### src/rtl/nic_access_ctrl.sv
// Blocking NIC register-port sequencer for MEM-stage loads and stores.
// Polls NIC status until the channel is ready, stalls the pipeline, and returns load data.
module nic_access_ctrl #(
  parameter int DATA_W     = 64,
  parameter int POLL_LIMIT = 255,
  parameter int CNT_W      = 16
) (
  input  logic              clk,
  input  logic              reset_n,
  input  logic              nic_req,
  input  logic              nic_req_wr,
  input  logic [1:0]        nic_req_addr,
  input  logic [4:0]        nic_req_rd,
  input  logic [DATA_W-1:0] nic_req_data,
  output logic              stall,
  output logic              nic_en,
  output logic              nic_wr_en,
  output logic [1:0]        nic_addr,
  output logic [DATA_W-1:0] nic_din,
  input  logic [DATA_W-1:0] nic_dout,
  output logic              wb_valid,
  output logic [4:0]        wb_rd,
  output logic [DATA_W-1:0] wb_data,
  output logic              nic_err
);

  typedef enum logic [2:0] {
    S_IDLE     = 3'd0,
    S_POLL_REQ = 3'd1,
    S_POLL_CHK = 3'd2,
    S_ACCESS   = 3'd3,
    S_RESP     = 3'd4
  } state_t;

  state_t              r_state;
  state_t              w_next;
  logic                r_wr;
  logic [1:0]          r_addr;
  logic [4:0]          r_rd;
  logic [DATA_W-1:0]   r_data;
  logic [CNT_W-1:0]    r_cnt;
  logic                r_abort;
  logic                r_ill;
  logic                w_legal;
  logic                w_poll;
  logic                w_accept;
  logic                w_met;
  logic                w_limit;
  logic [CNT_W-1:0]    w_cnt_nx;

  // Request legality and whether it must wait on the status register
  always_comb begin
    w_legal = 1'b0;
    w_poll  = 1'b0;
    case ({nic_req_wr, nic_req_addr})
      3'b001: begin
        w_legal = 1'b1;
        w_poll  = 1'b1;
      end
      3'b010, 3'b011: begin
        w_legal = 1'b1;
        w_poll  = 1'b0;
      end
      3'b110: begin
        w_legal = 1'b1;
        w_poll  = 1'b1;
      end
      default: begin
        w_legal = 1'b0;
        w_poll  = 1'b0;
      end
    endcase
  end

  assign w_accept = (r_state == S_IDLE) && nic_req && w_legal;
  // Loads wait for input channel full; stores wait for output channel not full.
  assign w_met    = r_wr ? ~nic_dout[1] : nic_dout[0];
  assign w_cnt_nx = (&r_cnt) ? r_cnt : r_cnt + {{(CNT_W-1){1'b0}}, 1'b1};
  assign w_limit  = (POLL_LIMIT != 0) && (w_cnt_nx == CNT_W'(POLL_LIMIT));

  // State register
  always_ff @(posedge clk or negedge reset_n) begin
    if (!reset_n) begin
      r_state <= S_IDLE;
    end else begin
      r_state <= w_next;
    end
  end

  // Next-state decode
  always_comb begin
    w_next = r_state;
    case (r_state)
      S_IDLE: begin
        if (w_accept) begin
          w_next = w_poll ? S_POLL_REQ : S_ACCESS;
        end else begin
          w_next = S_IDLE;
        end
      end
      S_POLL_REQ: w_next = S_POLL_CHK;
      S_POLL_CHK: begin
        if (w_met) begin
          w_next = S_ACCESS;
        end else if (w_limit) begin
          w_next = S_RESP;
        end else begin
          w_next = S_POLL_REQ;
        end
      end
      S_ACCESS: w_next = S_RESP;
      S_RESP:   w_next = S_IDLE;
      default:  w_next = S_IDLE;
    endcase
  end

  // Request latches, poll counter, abort and illegal-request flags
  always_ff @(posedge clk or negedge reset_n) begin
    if (!reset_n) begin
      r_wr    <= 1'b0;
      r_addr  <= 2'b00;
      r_rd    <= 5'd0;
      r_data  <= '0;
      r_cnt   <= '0;
      r_abort <= 1'b0;
      r_ill   <= 1'b0;
    end else begin
      r_ill <= (r_state == S_IDLE) && nic_req && !w_legal;
      if (w_accept) begin
        r_wr    <= nic_req_wr;
        r_addr  <= nic_req_addr;
        r_rd    <= nic_req_rd;
        r_data  <= nic_req_wr ? nic_req_data : '0;
        r_cnt   <= '0;
        r_abort <= 1'b0;
      end else if ((r_state == S_POLL_CHK) && !w_met) begin
        if (w_limit) begin
          r_abort <= 1'b1;
        end else begin
          r_cnt <= w_cnt_nx;
        end
      end
    end
  end

  // Output decode; only one NIC enable source is active in any state
  always_comb begin
    stall     = ((r_state != S_IDLE) && (r_state != S_RESP)) || w_accept;
    nic_en    = 1'b0;
    nic_wr_en = 1'b0;
    nic_addr  = 2'b00;
    nic_din   = '0;
    wb_valid  = 1'b0;
    wb_rd     = 5'd0;
    wb_data   = '0;
    nic_err   = r_ill;
    case (r_state)
      S_POLL_REQ: begin
        nic_en   = 1'b1;
        nic_addr = 2'b11;
      end
      S_ACCESS: begin
        nic_en    = 1'b1;
        nic_wr_en = r_wr;
        nic_addr  = r_addr;
        nic_din   = r_data;
      end
      S_RESP: begin
        if (r_abort) begin
          nic_err = 1'b1;
        end else if (!r_wr) begin
          wb_valid = 1'b1;
          wb_rd    = r_rd;
          wb_data  = nic_dout;
        end else begin
          wb_valid = 1'b0;
        end
      end
      default: begin
        nic_en = 1'b0;
      end
    endcase
  end

endmodule

### config.mk
export PLATFORM = sky130hd
export DESIGN_NAME = nic_access_ctrl
export DESIGN_NICKNAME = d
export VERILOG_FILES = /design/src/rtl/nic_access_ctrl.sv
export SDC_FILE = /design/constraint.sdc
export NUM_CORES = 1
export LEC_CHECK = 0
export BUFFER_PORTS_ARGS = -buffer_cell sky130_fd_sc_hd__buf_4
export CORE_MARGIN = 2
export CORE_UTILIZATION = 45
export CTS_CLUSTER_DIAMETER = 200
export DETAILED_ROUTE_END_ITERATION = 8
export PLACE_DENSITY = 0.81
export REMOVE_ABC_BUFFERS = 1
export SYNTH_ARGS = -nofsm -noshare
export SYNTH_HDL_FRONTEND = slang
export SYNTH_SLANG_ARGS = --single-unit
### constraint.sdc
create_clock -name clk -period 2.8 [get_ports clk]
set_clock_uncertainty 0.1 [all_clocks]
set_input_delay 0.28 -clock clk [delete_from_list [all_inputs] [get_ports clk]]
set_output_delay 0.28 -clock clk [all_outputs]
set_load 0.01 [all_outputs]
==> results by group, run 1 <==
Floorplan
  • Die area: 11900 µm²
  • Initial Utilization: 46.06%
  • Core area: 10790 µm²
  • I/O pins: 279
  • Row count: 38
  • Die height: 109.1 µm
  • Die extent in x: 109.1 µm

STA
  • Crit path time final: 2.657 ns
  • RSZ-0062 raised after global routing: no
  • Max transition margin: 49.76%
  • Fmax: 376.4 MHz
  • Fin. Hold Viols: 0
  • Final setup viols: 0
  • Hold_ws: 0.01294 ns
  • Sum of negative setup slack: 0 ns
  • Least-Margin Pin Slew: 0.7509 ns
  • Slew Limit Fails: 0
  • Tcrit/Tclk final: 94.88%

Power
  • Clock share of power: 21.7%
  • Pwr Density: 636.2 nW/µm²
  • Max rail drop VDD: 0.4063 mV
  • Switching Share: 35.51%
  • Flop pwr share: 41.5%
  • Int Pwr: 3090 µW
  • Switching pwr: 1701 µW
  • Combinational share of power: 36.8%
  • P_leak: 0.004215 µW

Clock tree
  • Htree depth: 3
  • Clk pin slew, worst setup/hold paths: 0.11 ns
  • Clock root buffer: clkbuf_8
  • Inserted Clock Buffers: 9
  • CTS tree: yes
  • Worst skew pair latency: 0.37 ns
  • Post-CTS Setup Inserts: 0
  • Clock Sinks: 93
  • Max Buffers Root-to-Sink: 2

Synthesis
  • Ys Warns: 0
  • Number of flops mapped to enable cells by yosys: 0
  • Avg Inst Size Synth: 9.805 µm²
  • Cell Area, Synth: 4971 µm²
  • Cells after Synth: 507
  • Unique masters post-synth: 55
  • #FFs+latches synth: 93
  • Post-synth ARST share: 100.0%
  • Synth Flop Type: dfrtp_1
  • Post-synthesis sequential area ratio: 46.82%

Outcome
  • Outcome: completed

Global routing
  • Largest net degree at the start of global routing: 71
  • Total track usage: 31.90%
  • First-pass GRT wire length: 28410 µm
  • Initial antenna violation count: 3
  • Gr ovfl total: 0
  • Vias in the first global route: 5037

Final layout
  • Layout Nets: 912
  • Fin cells: 921
  • Final non-filler cell area: 7531 µm²
  • Fillers: 854
  • Layout cells sized above 1: 42.08%
  • Synthesis-to-layout area growth: 51.50%
  • Most frequent cells in the layout: 292 x buf_4, 92 x dfrtp_1, 71 x and3_1, 71 x and2_1, 64 x a22o_1
  • Most common cell after layout, fill and taps aside: buf_4

Worst setup path
  • Worst path bufs/invs: 1
  • Crit-path cells: ha_1 -> nand3_2 -> nor4_4 -> buf_4 -> or3_1 -> a21oi_1 -> nand4_4 -> nor4b_1 -> a211o_1
  • WS Path Type: reg -> reg
  • Critical Path Start Type: flip-flop
  • Crit Path Max Fanout: 13
  • Register-to-register setup slack: 0.14 ns
  • WP data arrival: 2.81 ns
  • Critical Path Source: r_cnt[1]
  • Reg-to-Reg Start: r_cnt[1]
  • Crit path max-delay family: simple AND/OR/NAND/NOR gates
  • CP max stage delay: 0.45 ns
  • CP Data Required Time: 2.96 ns
  • CP Capture Type: flip-flop
  • Slowest CP cell: dfrtp_2

Hold path
  • HP Start: nic_req_data[42]
  • Class of the worst hold path: in -> reg

Drt
  • Mean routed wirelength per cell: 20.87 µm
  • 1st-iter DRT viols: 470
  • DR pass1 iterations: 5
  • Vias: 5219
  • WL final: 19220 µm
  • Post-detailed-route via-to-cell ratio: 5.667
  • Post-route DRC: 0
  • Post-route antenna net violation count: 0

Placed design
  • Placed Instances: 893
  • Hpwl dp: 14520 µm
  • IO buf count: 278
  • Area after DPL: 7207 µm²
  • GP Congestion: 0.9138

Job
  • Total of max-cap violations: 0
==> state kept, by name (all words and copies together), names as in the netlist <==
register  flops
r_state       3
r_addr        2
r_rd          5
r_data       64
r_wr          1
r_cnt        16
r_ill         1
r_abort       1
==> synth_stat cells (all sizes together), types with 2 or more instances <==
| library cell | number | area (µm²) |
|---|---|---|
| nand3 | 8 | 45.04 |
| and4 | 4 | 35.03 |
| a311oi | 3 | 26.28 |
| a211o | 2 | 17.52 |
| a22o | 64 | 560.5 |
| clkbuf | 39 | 146.4 |
| nand4 | 7 | 65.06 |
| a31oi | 9 | 62.56 |
| o21ai | 6 | 30.02 |
| and3 | 71 | 444.2 |
| a21o | 4 | 30.03 |
| o211a | 3 | 30.03 |
| nand2 | 34 | 127.6 |
| a31o | 2 | 17.52 |
| or3 | 2 | 12.51 |
| a211oi | 2 | 15.01 |
| a21oi | 13 | 76.33 |
| and2 | 71 | 444.2 |
| dfrtp | 93 | 2327 |
| nor2 | 17 | 63.81 |
| nor4 | 4 | 55.05 |
| nor3 | 9 | 45.04 |
| nor4b | 2 | 17.52 |
| inv | 9 | 33.78 |
| buf | 10 | 57.55 |
==> stage by stage <==
stage | util [%] | total power [µW] | worst slack (ns)
after floorplan | - | 2843 | -2.452
after global placement | 66.77 | 3681 | 0.1952
after detailed placement | 66.77 | 3735 | 0.1423
after CTS | 69.58 | 4792 | 0.1267
after global routing | 69.75 | 5050 | 0.02751
final | 69.78 | 4791 | 0.1433
==> final timing paths <==
path / cells past startpoint / to
worst max-delay path: 9 / r_cnt[0]
worst min-delay path: 2 / r_data[42]
worst max register to register: 9 / r_cnt[0]
worst min register to register: 2 / r_rd[0]
max in group asynchronous: 3 / r_data[49]
min in group asynchronous: 2 / r_data[51]
==> power by group through the flow <==
stage	logic [µW]	clock network [µW]	registers, µW
6_report	1760	1040	1990
5_1_grt	1920	1110	2030
4_1_cts	1760	1060	1970
3_5_place_dp	1750	0	1990
3_3_place_gp	1710	0	1970
2_1_floorplan	879	0	1960
==> metal layers <==
layer / global-route usage (%) / part of all wire (%) / vias to the layer above
li1: - / - / 2371
met1: 38.58 / 38 / 2561
met2: 53.59 / 50 / 242
met3: 7.830 / 7.9 / 45
met4: 14.56 / 3.7 / 0
met5: 0 / 0 / -
==> cell families after synthesis <==
kind of cell | after synthesis | share of synthesized area (%)
flops | 93 | 46.82
compound gates | 118 | 19.33
fa+ha+maj | 1 | 0.2517
mux | 1 | 0.2265
simple gates | 234 | 28.09
buf+inv | 58 | 4.782
xor+xnor | 2 | 0.5035
==> cell type report <==
type | instances | area (µm²) | area share (%)
Timing Repair Buffer | 303 | 2332 | 30.97
Tap cell | 140 | 175.2 | 2.326
Clock inverter | 7 | 108.9 | 1.445
Clock buffer | 9 | 123.9 | 1.645
Sequential cell | 93 | 2328 | 30.92
Antenna cell | 4 | 10.01 | 0.1329
Inverter | 9 | 33.78 | 0.4486
Multi-Input combinational cell | 356 | 2419 | 32.11
==> worst reg2reg max path, cell delays in order (launching register included) <==
cell and delay [ns]:
dfrtp_2 0.45, ha_1 0.22, nand3_2 0.17, nor4_4 0.07, buf_4 0.15, or3_1 0.34
a21oi_1 0.25, nand4_4 0.29, nor4b_1 0.25, a211o_1 0.26
==> what timing repair did <==
action | CTS | global route
hold buffers | 7 | 1
gates resized for setup | 0 | 1
endpoints found under the hold margin | 44 | 1
setup endpoints to repair | 0 | 3
No activity file was read; power rests on OpenSTA's default activity.
==> inputs of run 2 (changes only) <==
- BUFFER_PORTS_ARGS: -buffer_cell sky130_fd_sc_hd__buf_4 -> unset
- CORE_ASPECT_RATIO: unset -> 0.6
- DONT_BUFFER_PORTS: unset -> 1
- PLACE_DENSITY: 0.81 -> unset
==> results by group, run 2 (synthesized netlist as in run 1, its figures left out) <==
STA
  • Slew Limit Fails: 0
  • Max transition margin: 54.04%
  • Least-Margin Pin Slew: 0.6841 ns
  • Crit path time final: 2.589 ns
  • Final setup viols: 0
  • Fmax: 386.2 MHz
  • Fin. Hold Viols: 0
  • RSZ-0062 raised after global routing: no
  • Tcrit/Tclk final: 92.48%

Drt
  • Post-route antenna net violation count: 0
  • 1st-iter DRT viols: 443
  • DR pass1 iterations: 4
  • Mean routed wirelength per cell: 23.97 µm
  • WL final: 17120 µm
  • Vias: 4343
  • Post-detailed-route via-to-cell ratio: 6.083
  • Post-route DRC: 0

Final layout
  • FF+latch area: 2327 µm²
  • Most frequent cells in the layout: 93 x dfrtp_1, 73 x dlygate4sd3_1, 71 x and3_1, 71 x and2_1, 64 x a22o_1
  • Fillers: 891
  • Final core occ: 58.88%
  • Layout cells sized above 1: 9.649%
  • Final non-filler cell area: 6281 µm²
  • Most flops, register: r_data
  • Area of the multi-input gates: 2421 µm²
  • Layout Nets: 706
  • Most common cell after layout, fill and taps aside: dfrtp_1
  • Largest registers: r_data x64, r_cnt x16, r_rd x5
  • Largest register FFs: 64
  • Synthesis-to-layout area growth: 26.35%

Job
  • Total of max-cap violations: 0

Worst setup path
  • CP max stage delay: 0.41 ns
  • R2R Path End: r_cnt[7]
  • CP Data Required Time: 2.92 ns
  • WS Path Type: reg -> reg
  • CP Capture Type: flip-flop
  • Reg-to-Reg Start: r_cnt[1]
  • Critical Path Start Type: flip-flop
  • Worst reg2reg path depth: 9
  • WP data arrival: 2.71 ns
  • Slowest CP cell: dfrtp_1
  • Crit-path cells: ha_2 -> nand3_2 -> nor4_4 -> mux2_1 -> o311a_2 -> nand4_4 -> buf_12 -> a21oi_4 -> a221o_1
  • Register-to-register setup slack: 0.21 ns
  • Crit Path Max Fanout: 7

Placed design
  • IO buf count: 0
  • GP Congestion: 0.9873
  • Area after DPL: 5164 µm²
  • Hpwl dp: 12010 µm

Floorplan
  • Die height: 85.41 µm
  • Die area: 11930 µm²
  • Core area: 10670 µm²
  • Row count: 29
  • I/O pins: 279
  • Die extent in x: 139.7 µm
  • Initial Utilization: 46.60%

Power
  • Pwr Density: 769.0 nW/µm²
  • Clock share of power: 29.3%
  • Switching Share: 34.15%
  • Switching pwr: 1649 µW
  • Flop pwr share: 41.2%
  • Combinational share of power: 29.5%
  • P_leak: 0.003159 µW
  • Int Pwr: 3181 µW
  • Max rail drop VDD: 0.6850 mV

Global routing
  • Vias in the first global route: 4134
  • Total track usage: 27.87%
  • Gr ovfl total: 0
  • Initial antenna violation count: 5
  • First-pass GRT wire length: 25150 µm
  • Largest net degree at the start of global routing: 94

Clock tree
  • CTS tree: yes
  • Post-CTS Setup Inserts: 0
  • Clock Sinks: 93
  • Clk pin slew, worst setup/hold paths: 0.07 ns
  • Htree depth: 3
  • Max Buffers Root-to-Sink: 2
  • Clock root buffer: clkbuf_16
  • Inserted Clock Buffers: 9
  • Worst skew pair latency: 0.34 ns

Hold path
  • HP Start: nic_req_wr
  • Class of the worst hold path: in -> reg
  • Hold Path Cell Cnt: 2
  • WHS Endpoint: r_ill

Outcome
  • Outcome: completed
-- run 2: cell types whose count changed in the layout (fill, tap and decap cells not counted), sizes merged --
cell / change
dlygate4sd3: +65
clkinv: -1
diode: +1
clkinvlp: -1
buf: -271
bufinv: +1
-- run 2: worst max-delay path by stage --
stage | start | end | slack, ns | depth (start not counted)
CTS | r_cnt[1] | r_cnt[7] | 0.18 | 9
global route | r_cnt[1] | r_cnt[10] | 0.03 | 9
global placement | r_cnt[1] | r_cnt[7] | 0.25 | 9
finish | r_cnt[1] | r_cnt[7] | 0.21 | 9
detailed placement | r_cnt[1] | r_cnt[10] | 0.19 | 9
floorplan | r_state[1] | r_data[0] | -2.45 | 5
-- run 2: cell type report --
cell class                      instances  area share [%]
Antenna cell                            5          0.1992
Clock buffer                            9           3.586
Clock inverter                          6           1.892
Inverter                                9          0.5378
Multi-Input combinational cell        356           38.55
Sequential cell                        93           37.05
Tap cell                              139           2.769
Timing Repair Buffer                   97           15.42
-- run 2: what timing repair did --
action                                  in CTS  in global routing
hold endpoints to repair                   165                  0
endpoints found under the setup margin       0                  2
hold buffers                                74                  0
gates resized for setup                      0                  1
-- run 2: stage by stage --
step / hold slack [ns] / worst slack (ns) / setup TNS [ns] / std cells / power, µW
3_3_place_gp: -0.1142 / 0.2517 / 0 / 620 / 3250
6_report: 0.1156 / 0.2106 / 0 / 714 / 4830
3_5_place_dp: -0.1145 / 0.1934 / 0 / 620 / 3283
2_1_floorplan: -0.1156 / -2.452 / -270.92 / 458 / 2843
5_1_grt: 0.1180 / 0.03153 / 0 / 712 / 5083
4_1_cts: 0.07958 / 0.1793 / 0 / 709 / 4830
-- run 2: critical path: cells and delay by family, from the launching register on --
family          cells  cell delay (ns)
flops               1             0.41
simple gates        3             0.66
buf+inv             1             0.12
fa+ha+maj           1             0.24
compound gates      3             0.57
mux                 1             0.38
-- run 2: power by group through the flow --
stage / registers [µW] / clock network, µW / logic, µW
5_1_grt: 2030 / 1490 / 1560
4_1_cts: 1970 / 1450 / 1410
3_3_place_gp: 1980 / 0 / 1270
2_1_floorplan: 1960 / 0 / 879
3_5_place_dp: 1990 / 0 / 1300
6_report: 1990 / 1410 / 1430
-- run 2: metal layers --
layer	GRT usage (%)	vias to the layer above	part of all wire, %
met5	0	-	0
met4	6.727	0	1.4
met3	9.650	16	8.4
met2	42.48	206	46
met1	38.56	2172	44
li1	-	1949	-
